File: src/rtl/instr_encoder.sv
// RV32I instruction word encoder feeding a 2-entry output FIFO with a word-address counter.
// Optional immediate range checking is enabled by defining INSTR_ENC_CHECK_EN.
module instr_encoder #(
  parameter int unsigned ADDR_W = 8
) (
  input  logic              clk,
  input  logic              rst_n,
  input  logic              clear,
  input  logic              in_valid,
  output logic              in_ready,
  input  logic [3:0]        in_class,
  input  logic [2:0]        in_funct3,
  input  logic              in_funct7b5,
  input  logic [4:0]        in_rd,
  input  logic [4:0]        in_rs1,
  input  logic [4:0]        in_rs2,
  input  logic [31:0]       in_imm,
  output logic              out_valid,
  input  logic              out_ready,
  output logic [31:0]       out_instr,
  output logic [ADDR_W-1:0] out_addr,
  output logic              out_err
);

  typedef enum logic [3:0] {
    CLS_R     = 4'd0,
    CLS_I     = 4'd1,
    CLS_L     = 4'd2,
    CLS_S     = 4'd3,
    CLS_B     = 4'd4,
    CLS_LUI   = 4'd5,
    CLS_AUIPC = 4'd6,
    CLS_JAL   = 4'd7,
    CLS_JALR  = 4'd8
  } cls_e;

  logic [31:0] enc_instr;
  logic        enc_err;
  logic        is_shift;

  always_comb begin
    enc_instr = 32'h0000_0013;
    enc_err   = 1'b0;
    is_shift  = (in_funct3 == 3'b001) || (in_funct3 == 3'b101);
    case (in_class)
      CLS_R:     enc_instr = {1'b0, in_funct7b5, 5'b0, in_rs2, in_rs1, in_funct3, in_rd, 7'b0110011};
      CLS_I:
        if (is_shift)
          enc_instr = {1'b0, in_funct7b5, 5'b0, in_imm[4:0], in_rs1, in_funct3, in_rd, 7'b0010011};
        else
          enc_instr = {in_imm[11:0], in_rs1, in_funct3, in_rd, 7'b0010011};
      CLS_L:     enc_instr = {in_imm[11:0], in_rs1, in_funct3, in_rd, 7'b0000011};
      CLS_S:     enc_instr = {in_imm[11:5], in_rs2, in_rs1, in_funct3, in_imm[4:0], 7'b0100011};
      CLS_B:     enc_instr = {in_imm[12], in_imm[10:5], in_rs2, in_rs1, in_funct3,
                              in_imm[4:1], in_imm[11], 7'b1100011};
      CLS_LUI:   enc_instr = {in_imm[31:12], in_rd, 7'b0110111};
      CLS_AUIPC: enc_instr = {in_imm[31:12], in_rd, 7'b0010111};
      CLS_JAL:   enc_instr = {in_imm[20], in_imm[10:1], in_imm[11], in_imm[19:12], in_rd, 7'b1101111};
      CLS_JALR:  enc_instr = {in_imm[11:0], in_rs1, 3'b000, in_rd, 7'b1100111};
      default: begin
        enc_instr = 32'h0000_0013;
        enc_err   = 1'b1;
      end
    endcase
  end

  logic enc_err_full;

`ifdef INSTR_ENC_CHECK_EN
  logic imm_bad;
  logic sext12_ok;
  logic sext13_ok;
  logic sext21_ok;

  always_comb begin
    sext12_ok = (&in_imm[31:11]) | ~(|in_imm[31:11]);
    sext13_ok = (&in_imm[31:12]) | ~(|in_imm[31:12]);
    sext21_ok = (&in_imm[31:20]) | ~(|in_imm[31:20]);
    imm_bad   = 1'b0;
    case (in_class)
      CLS_I:            imm_bad = is_shift ? (|in_imm[31:5]) : ~sext12_ok;
      CLS_L, CLS_S,
      CLS_JALR:         imm_bad = ~sext12_ok;
      CLS_B:            imm_bad = in_imm[0] | ~sext13_ok;
      CLS_JAL:          imm_bad = in_imm[0] | ~sext21_ok;
      CLS_LUI,
      CLS_AUIPC:        imm_bad = |in_imm[11:0];
      default:          imm_bad = 1'b0;
    endcase
    enc_err_full = enc_err | imm_bad;
  end
`else
  always_comb enc_err_full = enc_err;
`endif

  // FIFO entries hold {err, instr}; pointers are 1 bit for the 2-entry depth.
  logic [32:0]       mem_q [2];
  logic [32:0]       mem_d [2];
  logic              wr_ptr_q, wr_ptr_d;
  logic              rd_ptr_q, rd_ptr_d;
  logic [1:0]        count_q, count_d;
  logic [ADDR_W-1:0] addr_q, addr_d;
  logic              push;
  logic              pop;

  assign in_ready  = (count_q != 2'd2) & ~clear;
  assign out_valid = (count_q != 2'd0);
  assign out_instr = out_valid ? mem_q[rd_ptr_q][31:0] : '0;
  assign out_err   = out_valid & mem_q[rd_ptr_q][32];
  assign out_addr  = addr_q;
  assign push      = in_valid & in_ready;
  assign pop       = out_valid & out_ready;

  always_comb begin
    mem_d    = mem_q;
    wr_ptr_d = wr_ptr_q;
    rd_ptr_d = rd_ptr_q;
    count_d  = count_q;
    addr_d   = addr_q;
    if (clear) begin
      wr_ptr_d = 1'b0;
      rd_ptr_d = 1'b0;
      count_d  = '0;
      addr_d   = '0;
    end else begin
      if (push) begin
        mem_d[wr_ptr_q] = {enc_err_full, enc_instr};
        wr_ptr_d        = ~wr_ptr_q;
      end
      if (pop) begin
        rd_ptr_d = ~rd_ptr_q;
        addr_d   = addr_q + 1'b1;
      end
      case ({push, pop})
        2'b10:   count_d = count_q + 2'd1;
        2'b01:   count_d = count_q - 2'd1;
        default: count_d = count_q;
      endcase
    end
  end

  always_ff @(posedge clk or negedge rst_n) begin
    if (!rst_n) begin
      mem_q    <= '{default: '0};
      wr_ptr_q <= 1'b0;
      rd_ptr_q <= 1'b0;
      count_q  <= '0;
      addr_q   <= '0;
    end else begin
      mem_q    <= mem_d;
      wr_ptr_q <= wr_ptr_d;
      rd_ptr_q <= rd_ptr_d;
      count_q  <= count_d;
      addr_q   <= addr_d;
    end
  end

endmodule
File: config.mk
export PLATFORM = sky130hd
export DESIGN_NAME = instr_encoder
export DESIGN_NICKNAME = d
export VERILOG_FILES = /design/src/rtl/instr_encoder.sv
export SDC_FILE = /design/constraint.sdc
export NUM_CORES = 1
export LEC_CHECK = 0
export CAP_MARGIN = 0
export CORE_MARGIN = 1.5
export CORE_UTILIZATION = 50
export DETAILED_ROUTE_END_ITERATION = 8
export GPL_ROUTABILITY_DRIVEN = 0
export HOLD_SLACK_MARGIN = 0.15
export PLACE_DENSITY = 0.79
export SYNTH_ARGS = -nofsm -noshare
export SYNTH_HDL_FRONTEND = slang
export SYNTH_SLANG_ARGS = --single-unit
File: constraint.sdc
create_clock -name clk -period 2.1 [get_ports clk]
set_clock_uncertainty 0.1 [all_clocks]
set_input_delay 0.21 -clock clk [delete_from_list [all_inputs] [get_ports clk]]
set_output_delay 0.21 -clock clk [all_outputs]
set_load 0.005 [all_outputs]
## After elaboration in Yosys (flattened, before gate mapping)

Cells that the tools add are included.

| word-level totals | value |
|---|---|
| bits in registers | 78 |
| logic and storage cells | 61 |

| cells by class | value |
|---|---|
| $add $sub $neg | 3 |
| $lt $le $gt $ge | 3 |
| equality and inequality tests | 13 |
| muxes and demuxes | 18 |
| bitwise logic cells | 9 |
| reductions and logical operators | 9 |

Operator list:

| operator | count |
|---|---|
| $pmux W32 S9 | 1 |
| $mux W33 | 4 |
| $bwmux W66 | 1 |
| $mux W32 | 2 |
| $demux W33 S1 | 1 |
| $eq A4 B3 Y1 const B | 4 |
| $mux W8 | 2 |
| $reduce_or A9 Y1 | 1 |
| $add A8 B1 Y8 const B | 1 |
| $eq A4 B2 Y1 const B | 2 |
| $reduce_bool A2 Y1 | 3 |
| $mux W1 | 5 |
| $and A1 B1 Y1 | 4 |
| $eq A4 B1 Y1 const B | 1 |
| $eq A4 B4 Y1 const B | 1 |
| $ge A2 B2 Y1 const B | 2 |
| $logic_not A4 Y1 | 1 |
| $not A1 Y2 | 2 |
| $pmux W2 S2 | 1 |
| $eq A3 B1 Y1 const B | 1 |
| $eq A3 B3 Y1 const B | 1 |
| $not A1 Y1 | 3 |
| $reduce_bool A3 Y1 | 1 |
| $add A2 B1 Y2 const B | 1 |
| other kinds (9) | 9 |

## Longest topological paths before layout

| logic depth | value |
|---|---|
| word-level depth | 6 |
| gate-level depth with buffers | 7 |
| gate-level depth less buffers | 5 |

## Worst setup path before layout

No wires, ideal clock.

| path | value |
|---|---|
| path kind | reg2reg |
| start | reg count_q[1] |
| end | reg mem_q[35] (netlist name) |
| library setup time | 127 ps |
| data arrival time | 1396 ps |
| required time | 1873 ps |
| slack | 477 ps |
| stages on the path, launching flop included | 7 |
| clock period less this slack | 1623 ps |
| path through | dfrtp_1 -> buf_2 -> nor2b_4 -> or4b_4 -> buf_6 -> nand2_1 -> o21ai_2 |

| on the way | value |
|---|---|
| word-level cells in the longest chain between the ends | 4 |

Ends and longest elaborated chain:

| item | line | text |
|---|---|---|
| from (decl) | 101 | `logic [1:0] count_q, count_d;` |
| from (signal assigned) | 153 | `count_q <= count_d;` |
| $ne A2 B2 Y1 | 106 | `assign in_ready = (count_q != 2'd2) & ~clear;` |
| $and A1 B1 Y1 | 106 |  |
| $and A1 B1 Y1 | 111 | `assign push = in_valid & in_ready;` |
| $reduce_and A2 Y1 (no source line) | - |  |
| to (signal assigned) | 150 | `mem_q <= mem_d;` |
| to (decl) | 97 | `logic [32:0] mem_q [2];` |

No other way between the ends.
A chain may end at the register's enable or synchronous reset.

## Worst setup path after layout

| path | value |
|---|---|
| start | reg rd_ptr_q |
| end | out out_instr[20] |

| on the way | value |
|---|---|
| word-level cells in the longest chain between the ends | 5 |

Ends and longest elaborated chain:

| item | line | text |
|---|---|---|
| from (decl) | 100 | `logic rd_ptr_q, rd_ptr_d;` |
| from (signal assigned) | 152 | `rd_ptr_q <= rd_ptr_d;` |
| $not A1 Y2 (implied by the code) | 108 | `assign out_instr = out_valid ? mem_q[rd_ptr_q][31:0] : '0;` |
| $mux W33 (3 in a row) | - |  |
| $mux W32 | 108 |  |
| to (decl) | 20 | `output logic [31:0] out_instr,` |

No other way between the ends. The select of a mux whose other input is x is not followed.

==> impl_metrics.tcl <==
set metrics [dict create \
    netlist_instances 452 \
    drv_slew 0 \
    critPathMaxStageDelay_ns 0.46 \
    fin_setup_tns_ns 0 \
    synth.mux.area_fraction_pct 13.3 \
    postRouteWirelength_um 11100 \
    diodes 0 \
    clk_pin_slew_worst_paths_ns 0.08 \
    grt-busiest-layer "met2" \
    leakage_nw 2.74 \
    worst_pin_slew_ns 0.809 \
    yosys-top-cells-area "dfrtp_1 44%, mux2i_1 10%, nor2_1 6.8%" \
    reg2reg_from "count_q[0]$_DFFE_PN0P_" \
    postSynthAreaPerCell_um2 9.58 \
    io_pins 103 \
    cts_root_buf "clkbuf_8" \
    hold_depth 3 \
    post-dp-hpwl_um 7460 \
    grt_use_total_pct 24.5 \
    drive_above_1_share_pct 15.8 \
    fillCellCount 654 \
    routedWlPerCell_um 16.6 \
    yosysWarningCount 0 \
    grt_pass1_vias 3560 \
    yosysSeqAreaShare_pct 43.9 \
    synth_seq_cells 76 \
    status "finished clean" \
    drtPass1Iterations 5 \
    synth_flop_cell "dfrtp_1" \
    holdWs_ns 0.334 \
    synth_compound_area_share_pct 18.5 \
    ant_nets 0 \
    synth_top_family_by_area "compound AO/OA/AOI/OAI gates" \
    power.density_nw_per_um2 720 \
    die_w_um 96.1 \
    num_vias 3807 \
    relSlewSlack_pct 46.1 \
    overflow 0 \
    use_met3_pct 4.82 \
    fin_util_pct 70.8 \
    clk_path_buf_depth 2 \
    numCtsBuffers 9 \
    cp.depth 4 \
    drv_cap 0 \
    start_util_pct 52.2 \
    fin_crit_ns 2.10 \
    synthSimpleGateAreaFrac_pct 15.8 \
    crit_chain "buf_12, mux2i_2, nor2_1, clkdlybuf4s50_1" \
    cp_max_fo 16 \
    met1_usage_pct 32.0 \
    cp.required_ns 1.79 \
    max_freq_ghz 0.477 \
    final-hold-violation-count 0 \
    synthToLayoutAreaGrowth_pct 35.6 \
    synth_edf_count 0 \
    critical_path_arrival_ns 1.79 \
    die_y_um 96.1 \
    path_delay_family "buffers and inverters" \
    ir_drop_v 0.000515 \
    synthXorXnorAreaFrac_pct 2.23 \
    reg2reg_depth 5 \
    finalNetCount 621 \
    cp-end-kind "output pin" \
    rsz0062_at_grt "yes" \
    setup.worst_path.class "reg2out" \
    cts_max_level 3 \
    ys_async_sr_fraction_pct 100 \
    final_cell_mix "77 x nor2_1, 76 x clkdlybuf4s50_1, 73 x dfrtp_1" \
    layout_commonest_cell "nor2_1" \
    antenna_found_initial 0 \
    synth_top_area_share_pct 43.9 \
    mappedNetlistArea_um2 4330 \
    crit_slowest_cell "dfrtp_2" \
    report.final.setup_viol 0 \
    cp-start-kind "flop" \
    synth_top_area_cell "dfrtp_1" \
    startpoint "rd_ptr_q$_DFFE_PN0P_" \
    grt_pass1_wl_um 17100 \
    synth.distinct_cells 52 \
    hold_path.class "in2reg" \
    dieArea_um2 9230 \
    io_buffer_count 102 \
    worstPathBufferInverterCount 2 \
    synthAdderAreaFrac_pct 0.289 \
    cts_tree "built" \
    hold_start "in_imm[27]" \
    rows 33 \
    viasPerCell 5.68 \
    drtIter0Drc 234 \
    route.detailed.drc 0 \
    synth_nets 513 \
    grt_max_degree 64 \
    insertion_delay_ns 0.36 \
    clkSinkCount 76 \
    period_share_pct 99.8 \
    met2_usage_pct 40.4 \
    core_um2 8300 \
]
worst reg2reg max path, delay by kind of cell (launching register included):
| family | cells | cell delay (ns) |
|---|---|---|
| buf+inv | 2 | 0.39 |
| simple gates | 2 | 0.42 |
| mux | 1 | 0.38 |
| flops | 1 | 0.40 |
cell type report:
class	count	area [um2]	area share, %
Clock inverter	7	67.6	1.15
Sequential cell	76	1910	32.5
Tap cell	105	131	2.24
Multi-Input combinational cell	330	2190	37.3
Clock buffer	9	124	2.11
Timing Repair Buffer	135	1420	24.2
Inverter	8	30.0	0.511
cell families (layout without fill, tap and decap cells):
family | count (synthesis) | in the layout
compound gates | 113 | 113
xor+xnor | 11 | 11
fa+ha+maj | 1 | 1
buf+inv | 46 | 159
flops | 76 | 76
mux | 56 | 56
simple gates | 149 | 149
flip-flops by register name, indices dropped and copies added (netlist names):
name	count
wr_ptr_q	1
out_addr	8
count_q	2
mem_q	64
rd_ptr_q	1
cells in the mapped netlist (all sizes together) (8+ instances only):
library cell and number:
a21oi 12, o21ai 33, dfrtp 76, nor2 79, xnor2 9, buf 29
nand2b 8, inv 8, mux2i 45, a31oi 28, nand2 36, mux2 11
clkbuf 9
through the flow:
stage	power, mW	std cells	instance area (um2)	setup slack [ns]
finish	4.23	670	5870	0.00397
global route	4.47	670	5870	-0.0529
CTS	4.21	662	5700	-0.0778
detailed placement	3.12	644	5490	0.0360
global placement	3.07	644	5490	0.0983
floorplan	2.62	452	4330	0.477
worst paths after layout:
path	endpoint	slack [ns]
max	out_instr[20]	0.004
min	mem_q[60]$_DFFE_PN0P_	0.33
max reg2reg	mem_q[13]$_DFFE_PN0P_	0.29
min reg2reg	mem_q[1]$_DFFE_PN0P_	0.38
max in group asynchronous	mem_q[31]$_DFFE_PN0P_	0.86
min in group asynchronous	mem_q[6]$_DFFE_PN0P_	0.36
layer usage:
layer / vias up / part of all wire, % / wire, um
met5: - / 0 / 0
met4: 0 / 1.7 / 193
met3: 17 / 6.2 / 685
met2: 144 / 49 / 5440
met1: 1826 / 43 / 4810
li1: 1820 / - / -
repair_timing:
| action | CTS | global route |
|---|---|---|
| endpoints found under the hold margin | 61 | 0 |
| hold buffers | 1 | 0 |
| setup buffers | 1 | 6 |
| endpoints found under the setup margin | 34 | 32 |
| gates resized for setup | 3 | 31 |
| pin swaps | 0 | 2 |
| cloned | 0 | 2 |
where the power goes:
| group | leakage, nW | internal, mW | switching [mW] |
|---|---|---|---|
| clock | 0.0910 | 0.541 | 0.559 |
| combinational | 1.70 | 0.630 | 0.550 |
| sequential | 0.940 | 1.77 | 0.172 |
No activity file was read; power rests on OpenSTA's default activity.
